File: src/rtl/hand_clk_gen.sv
// hand_clk_gen: manual single-step CPU clock. The raw pushbutton is
// synchronized, debounced on tick_en, and each accepted press (plus
// optional auto-repeat while held) yields one fixed-width hand_clk pulse.
module hand_clk_gen #(
  parameter int unsigned DEBOUNCE_CNT = 4,
  parameter int unsigned HOLD_CNT     = 64,
  parameter int unsigned REPEAT_CNT   = 16,
  parameter int unsigned HIGH_TICKS   = 4
) (
  input  logic        clk,
  input  logic        rst,
  input  logic        tick_en,
  input  logic        btn_raw,
  input  logic        repeat_en,
  output logic        hand_clk,
  output logic        step_pulse,
  output logic        btn_stable,
  output logic [15:0] step_count
);

  localparam int unsigned DB_W  = (DEBOUNCE_CNT > 1) ? $clog2(DEBOUNCE_CNT) : 1;
  localparam int unsigned T_MAX = (HOLD_CNT > REPEAT_CNT) ? HOLD_CNT : REPEAT_CNT;
  localparam int unsigned T_W   = $clog2(T_MAX + 1);
  localparam int unsigned H_W   = (HIGH_TICKS > 1) ? $clog2(HIGH_TICKS) : 1;

  generate
    if (REPEAT_CNT <= HIGH_TICKS) begin : g_bad_repeat
      $error("hand_clk_gen: REPEAT_CNT must be greater than HIGH_TICKS");
    end
    if (DEBOUNCE_CNT == 0 || HOLD_CNT == 0 || HIGH_TICKS == 0) begin : g_bad_zero
      $error("hand_clk_gen: DEBOUNCE_CNT, HOLD_CNT and HIGH_TICKS must be non-zero");
    end
  endgenerate

  typedef enum logic [1:0] {
    ST_IDLE,
    ST_HOLD,
    ST_REPEAT
  } state_e;

  // Synchronizer
  logic sync1_q, sync2_q;
  logic btn_sync;

  // Debouncer
  logic            btn_stable_q, btn_stable_d;
  logic            btn_prev_q;
  logic [DB_W-1:0] db_cnt_q, db_cnt_d;
  logic            btn_rise;

  // Step FSM
  state_e         state_q, state_d;
  logic [T_W-1:0] t_cnt_q, t_cnt_d;
  logic [T_W-1:0] t_inc, t_hold_nx;
  logic           hold_expire, repeat_expire;
  logic           step_req;

  // Pulse generator
  logic            hand_clk_q, hand_clk_d;
  logic            step_pulse_q, step_pulse_d;
  logic [H_W-1:0]  h_cnt_q, h_cnt_d;
  logic [15:0]     step_count_q, step_count_d;

  // Two-flop synchronizer for the asynchronous button
  always_ff @(posedge clk or posedge rst) begin
    if (rst) begin
      sync1_q <= 1'b0;
      sync2_q <= 1'b0;
    end else begin
      sync1_q <= btn_raw;
      sync2_q <= sync1_q;
    end
  end

  assign btn_sync = sync2_q;

  // Debounce: accept a new level after DEBOUNCE_CNT consecutive mismatching ticks
  always_comb begin
    db_cnt_d     = db_cnt_q;
    btn_stable_d = btn_stable_q;
    if (btn_sync == btn_stable_q) begin
      db_cnt_d = '0;
    end else if (tick_en) begin
      if (db_cnt_q == DB_W'(DEBOUNCE_CNT - 1)) begin
        btn_stable_d = btn_sync;
        db_cnt_d     = '0;
      end else begin
        db_cnt_d = db_cnt_q + 1'b1;
      end
    end
  end

  // Debouncer state and edge-detect history
  always_ff @(posedge clk or posedge rst) begin
    if (rst) begin
      btn_stable_q <= 1'b0;
      btn_prev_q   <= 1'b0;
      db_cnt_q     <= '0;
    end else begin
      btn_stable_q <= btn_stable_d;
      btn_prev_q   <= btn_stable_q;
      db_cnt_q     <= db_cnt_d;
    end
  end

  assign btn_rise = btn_stable_q & ~btn_prev_q;

  // Release is judged on the debouncer's next value, so a release accepted
  // on the same tick as a hold/repeat expiry suppresses that step.
  assign t_inc         = t_cnt_q + T_W'(1);
  assign t_hold_nx     = (t_cnt_q == T_W'(HOLD_CNT)) ? t_cnt_q : t_inc;
  assign hold_expire   = btn_stable_d & repeat_en & tick_en & (t_hold_nx == T_W'(HOLD_CNT));
  assign repeat_expire = btn_stable_d & repeat_en & tick_en & (t_inc == T_W'(REPEAT_CNT));

  // FSM state register and tick counter
  always_ff @(posedge clk or posedge rst) begin
    if (rst) begin
      state_q <= ST_IDLE;
      t_cnt_q <= '0;
    end else begin
      state_q <= state_d;
      t_cnt_q <= t_cnt_d;
    end
  end

  // FSM next-state and tick counter update
  always_comb begin
    state_d = state_q;
    t_cnt_d = t_cnt_q;
    case (state_q)
      ST_IDLE: begin
        if (btn_rise) begin
          state_d = ST_HOLD;
          t_cnt_d = '0;
        end
      end
      ST_HOLD: begin
        if (!btn_stable_d) begin
          state_d = ST_IDLE;
          t_cnt_d = '0;
        end else if (hold_expire) begin
          state_d = ST_REPEAT;
          t_cnt_d = '0;
        end else if (tick_en) begin
          t_cnt_d = t_hold_nx;
        end
      end
      ST_REPEAT: begin
        if (!btn_stable_d || !repeat_en) begin
          state_d = ST_IDLE;
          t_cnt_d = '0;
        end else if (repeat_expire) begin
          t_cnt_d = '0;
        end else if (tick_en) begin
          t_cnt_d = t_inc;
        end
      end
      default: begin
        state_d = ST_IDLE;
        t_cnt_d = '0;
      end
    endcase
  end

  // FSM output: one-clk step request
  always_comb begin
    step_req = 1'b0;
    case (state_q)
      ST_IDLE:   step_req = btn_rise;
      ST_HOLD:   step_req = hold_expire;
      ST_REPEAT: step_req = repeat_expire;
      default:   step_req = 1'b0;
    endcase
  end

  // Pulse generator: a request while hand_clk is high is dropped
  always_comb begin
    hand_clk_d   = hand_clk_q;
    h_cnt_d      = h_cnt_q;
    step_pulse_d = 1'b0;
    step_count_d = step_count_q;
    if (hand_clk_q) begin
      if (tick_en) begin
        if (h_cnt_q == H_W'(HIGH_TICKS - 1)) begin
          hand_clk_d = 1'b0;
          h_cnt_d    = '0;
        end else begin
          h_cnt_d = h_cnt_q + 1'b1;
        end
      end
    end else if (step_req) begin
      hand_clk_d   = 1'b1;
      h_cnt_d      = '0;
      step_pulse_d = 1'b1;
      step_count_d = step_count_q + 16'd1;
    end
  end

  // Pulse generator registers and step counter
  always_ff @(posedge clk or posedge rst) begin
    if (rst) begin
      hand_clk_q   <= 1'b0;
      h_cnt_q      <= '0;
      step_pulse_q <= 1'b0;
      step_count_q <= '0;
    end else begin
      hand_clk_q   <= hand_clk_d;
      h_cnt_q      <= h_cnt_d;
      step_pulse_q <= step_pulse_d;
      step_count_q <= step_count_d;
    end
  end

  assign hand_clk   = hand_clk_q;
  assign step_pulse = step_pulse_q;
  assign btn_stable = btn_stable_q;
  assign step_count = step_count_q;

endmodule

File: config.mk
export PLATFORM = sky130hd
export DESIGN_NAME = hand_clk_gen
export DESIGN_NICKNAME = d
export VERILOG_FILES = /design/src/rtl/hand_clk_gen.sv
export SDC_FILE = /design/constraint.sdc
export NUM_CORES = 1
export LEC_CHECK = 0
export CAP_MARGIN = 10
export CORE_MARGIN = 5
export CORE_UTILIZATION = 45
export DETAILED_ROUTE_END_ITERATION = 10
export PLACE_DENSITY = 0.66
export RECOVER_POWER = 25
export SLEW_MARGIN = 40
export SYNTH_ARGS = -nofsm -noshare
export SYNTH_HDL_FRONTEND = slang
export SYNTH_SLANG_ARGS = --single-unit
File: constraint.sdc
create_clock -name clk -period 2.2 [get_ports clk]
set_input_delay 0.33 -clock clk [delete_from_list [all_inputs] [get_ports clk]]
set_output_delay 0.33 -clock clk [all_outputs]
set_load 0.05 [all_outputs]
---- Word-level counts from Yosys, hierarchy flattened ----
Index checks and enable logic that the tools add are counted.
storage, ports and cells
  bits in registers ....................... 35
  output and inout port bits .............. 19
  bits in read-only memories .............. 0
  memories ................................ 0
  memory bits (writable) .................. 0
  logic and storage cells ................. 76
  input bits .............................. 5
  bits in latches ......................... 0
cells by class
  eq/ne operators ......................... 14
  multipliers ............................. 0
  div/mod/pow operators ................... 0
  bitwise operators ....................... 7
  $add $sub $neg .......................... 4
  reduce and logical (&&, ||, !) cells .... 10
  order comparisons ....................... 0
  shifts and indexed selects .............. 0
  multiplexer cells ....................... 30
operator list
  kind                                                                    number
  7-bit 2-to-1 mux                                                        8
  2-bit 2-to-1 mux                                                        11
  7-bit case mux with 3 select lines                                      1
  16-bit by 1-bit adder with 16-bit output (second input constant)        1
  7-bit equality test (second input constant)                             2
  1-bit 2-to-1 mux                                                        8
  4-bit != test (second input constant)                                   2
  7-bit by 1-bit adder with 7-bit output (second input constant)          1
  7-bit by 5-bit equality test with 1-bit output (second input constant)  1
  2-bit equality test (second input constant)                             3
  2-bit != test (second input constant)                                   3
  2-bit case mux with 3 select lines                                      1
  3-bit AND reduction                                                     2
  1-bit AND                                                               5
  2-bit by 1-bit adder with 2-bit output (second input constant)          2
  2-bit AND reduction                                                     2
  2-bit nonzero test                                                      2
  3-bit != test (second input constant)                                   1
  1-bit case mux with 3 select lines                                      1
  2-bit by 1-bit equality test with 1-bit output (second input constant)  1
  1-bit logical NOT                                                       2
  2-bit logical NOT                                                       1
  1-bit NOT                                                               2
  1-bit equality test                                                     1
  1-bit logical OR                                                        1

---- Depth between registers and ports, before layout ----
  depth after elaboration ................. 10
  depth in mapped cells ................... 11
  gate-level depth less buffers ........... 9

---- Worst setup path after synthesis ----
OpenSTA, ideal clock, no wires.
  path type ............................... register to register
  from .................................... reg t_cnt_q[0]
  to ...................................... reg step_count_q[1], in the netlist step_count[1]
  clock period less this slack ............ 2.331 ns
  arrival time ............................ 2.203 ns
  required time ........................... 2.073 ns
  setup time .............................. 0.127 ns
  path slack .............................. -0.131 ns
  cell stages (with the launch flop) ...... 11
  path buffers ............................ 2
  cells stage by stage .................... dfrtp_1 > clkbuf_1 > inv_1 > ha_1 > nand4bb_4 > or2_1 > a221oi_2 > nand3_1 > a21oi_1 > buf_4 > mux2_1
between the ends
  longest elaborated chain between the ends .. 6
  elaborated cells between the ends (all ways) .. 9
  those cells by class .................... 1 x add/sub; 3 x eq/ne; 2 x mux; 2 x bitwise; 1 x reduce/logical
RTL lines
  element                                                                               line      RTL
  start, declared                                                                       53        logic [T_W-1:0] t_cnt_q, t_cnt_d;
  start signal, assigned                                                                122       t_cnt_q <= t_cnt_d;
  7-bit by 1-bit adder with 7-bit output / 7-bit equality test (equally long branches)  110, 111
  7-bit 2-to-1 mux                                                                      111       assign t_hold_nx = (t_cnt_q == T_W'(HOLD_CNT)) ? t_cnt_q : t_inc;
  7-bit equality test                                                                   112       assign hold_expire = btn_stable_d & repeat_en & tick_en & (t_hold_nx == T_W'(HOLD_CNT));
  1-bit AND                                                                             112
  1-bit case mux with 3 select lines *                                                  168       case (state_q)
  2-bit AND reduction (no source line) *                                                -
  end signal, assigned                                                                  210       step_count_q <= step_count_d;
  end, declared                                                                         62        logic [15:0] step_count_q, step_count_d;
Every way passes the cells marked *; elsewhere a longest branch is shown, timed or not.
A chain may end at the register's enable or synchronous reset.

---- Final worst setup path ----
  from .................................... reg t_cnt_q[0]
  to ...................................... reg step_count_q[4], in the netlist step_count[4]
The elaborated chain is that of the path after synthesis.

==> results.ini <==
[route]
ant_nets=0
wl_um=4930
first_pass_iters=4
drc=0
routedWlPerCell_um=16.1
drt_iter0_drc=138
viasPerCell=5.52
vias=1696

[power_and_ir_drop]
power_per_cell_area_mw_per_mm2=746
p_leak_nw=1.24
ir_drop_mv=0.520

[setup_path]
cp-end-kind=flop
startpoint=t_cnt_q[0]
critPathMaxStageDelay_ps=440
worstPathBufferInverterCount=1
start_kind=flop
cp_num_cells=9
cpLargestDelayFamily=simple AND/OR/NAND/NOR gates
worstSetupPathType=flop to flop
cp.arrival_ps=2460
critPathCapture=step_count[4]
r2r-end=step_count[4]
crit_chain=ha_4 > nand3_2 > or3_4 > a221oi_4 > nand3_2 > a21oi_4 > buf_12 > nand4_1 > xnor2_1
reg2reg_depth=9
worstPathMaxFanout=9
required_ps=2370
r2r_start=t_cnt_q[0]
r2r_slack_ps=-90
critPathMostFrequentCell=nand3_2
crit_path_top_delay_cell=dfrtp_2

[yosys]
synth_nets=221
synthCells=206
ys_ff_latch=35
ys_warn_count=0
ys_types=45
synthFlopType=dfrtp_1
synth_edf_count=0
syn_area_per_cell_um2=9.70
async_reset_ff_frac=1.00
syn_area_mm2=0.00200
seq_area_frac_synth=0.438

[run]
cap_viol_max_count=0

[cts]
cts-root-buf=clkbuf_8
clock_latency_ps=280
cts_tree=yes
cts-buffers-inserted=5
clk_path_buf_depth=2
path_clk_slew_ps=70
cts_sinks=35
hold_buffers=0
cts_max_level=2

[finish]
nets=269
fin_cells=307
synthToLayoutAreaGrowth_pct=40.5
num_antenna_cells=0
drive_gt1_frac=0.298
post-route-util=0.649

[placed_design]
pre_cts_ws_ps=-125
gp_congestion=0.848
hpwlAfterDp_um=3350
port_buffers=23
dp.cells=295

[floorplanning]
core-area_mm2=0.00432
dieWidth_um=76.6
die_area_mm2=0.00587
die_h_um=76.6
initial_core_util=0.462
row_count=24
ios=24

[min_path]
hold_depth=0
hold_path_class=flop to flop
hp-start=sync1_q

[status]
status=finished with violations
violations=setup timing

[sta]
setup_viol=17
hold_slack_ps=361
hold_viol=0
worst_slack_ps=-93.2
timing.final.crit_share=1.04
worst_slew_pin_slew_ps=590
slew_headroom=0.606
rsz0062_at_grt=true
layout_min_cycle_time_ps=2290
max_freq_ghz=0.436
finalClockSkew_ps=8.36
slew_violations=0

[global_routing]
grt_usage=0.162
globalRoute.totalOverflow=0
grt_pass1_vias=1677
antenna_found_initial=0
grt_pass1_wl_um=7850
grt_start_max_net_pins=23

through the flow:
stage                     TNS (ps)  area, um^2  total power [mW]
final                         -914        2810              2.09
after global routing         -3130        2810              2.23
after CTS                    -34.8        2590              2.02
after detailed placement     -1230        2480              1.56
after global placement        -859        2480              1.56
after floorplan               -110        2050              1.33
cell families after synthesis:
logic type | after synthesis | share of synthesized area
adders and majority gates | 10 | 0.0626
DFF | 35 | 0.438
xor gates and xnor gates | 18 | 0.0789
muxes | 5 | 0.0269
buffers and inverters | 18 | 0.0407
AOI/OAI and AO/OA | 35 | 0.118
and+or+nand+nor | 85 | 0.235
how the worst min path moves through the flow:
stage,to,slack [ps]
floorplan,btn_sync,330
detailed placement,btn_sync,350
finish,btn_sync,360
global route,btn_sync,370
global placement,btn_sync,340
CTS,btn_sync,360
sequential cells by signal, indices dropped and copies added, names as in the netlist:
name and count:
step_count 16, btn_stable 1, hand_clk 1, step_pulse 1, h_cnt_q 2, db_cnt_q 2, btn_prev_q 1, state_q 2
t_cnt_q 7, sync1_q 1, btn_sync 1
synthesized netlist by cell type (2+ instances only):
| master | instances | area (um^2) |
|---|---|---|
| nor2_1 | 8 | 30.0 |
| nor3_1 | 4 | 20.0 |
| inv_1 | 8 | 30.0 |
| a31oi_1 | 2 | 12.5 |
| o211ai_1 | 2 | 15.0 |
| buf_4 | 3 | 22.5 |
| a21o_1 | 2 | 15.0 |
| nand3_1 | 13 | 65.1 |
| ha_1 | 10 | 125 |
| a41oi_1 | 2 | 17.5 |
| dfrtp_1 | 35 | 876 |
| or2_1 | 3 | 18.8 |
| clkbuf_1 | 5 | 18.8 |
| or3_1 | 3 | 18.8 |
| xnor2_1 | 17 | 149 |
| buf_2 | 2 | 10.0 |
| a22oi_1 | 3 | 22.5 |
| o21ai_0 | 3 | 15.0 |
| nand2_1 | 25 | 93.8 |
| and3_1 | 10 | 62.6 |
| mux2_2 | 2 | 22.5 |
| a21oi_1 | 8 | 40.0 |
| mux2i_1 | 2 | 20.0 |
| and2_1 | 3 | 18.8 |
| o21ai_1 | 6 | 30.0 |
| nand4_1 | 6 | 37.5 |
what timing repair did:
action	4_1_cts	5_1_grt
endpoints found under the hold margin	0	0
pin swaps	2	14
setup buffers	1	2
setup endpoints to repair	21	24
gates cloned	0	1
gates resized for setup	4	37
worst register-to-register path: stages, from the launching register on:
cell      delay [ps]
dfrtp_2          440
ha_4             160
nand3_2           80
or3_4            390
a221oi_4         290
nand3_2          130
a21oi_4          220
buf_12           160
nand4_1          130
xnor2_1          160
report_power, final:
part / switching, mW / internal (mW) / leakage [nW]
clock network: 0.234 / 0.221 / 0.0412
registers: 0.0899 / 0.730 / 0.473
logic: 0.490 / 0.330 / 0.725
cell type report:
cell class                 count  area [um^2]
fill                         343         1520
multi-input combinational    153         1250
sequential                    35          878
timing repair buffer          51          494
clock buffer                   6         72.6
tap                           52         65.1
inverter                       8         32.5
clock inverter                 2         12.5
routing by layer:
metal  vias up  wire (um)  global-route usage
li1        829          -                   -
met1       832       2360               0.228
met2        30       2360               0.247
met3         5        168              0.0437
met4         0         42              0.0420
met5         -          0                   0
cells in the final DEF, fill, tap and decap left out, types with 5 or more instances in the layout:
master and count:
nand4_1 6, nand3_1 8, xnor2_1 16, buf_4 23
nor2_1 7, clkbuf_8 5, nand3_2 5, and3_1 10
clkdlybuf4s50_1 21, ha_1 8, dfrtp_1 33, a21oi_1 5
nand2_1 21, inv_1 6, o21ai_1 5
No activity file was read; power rests on OpenSTA's default activity.
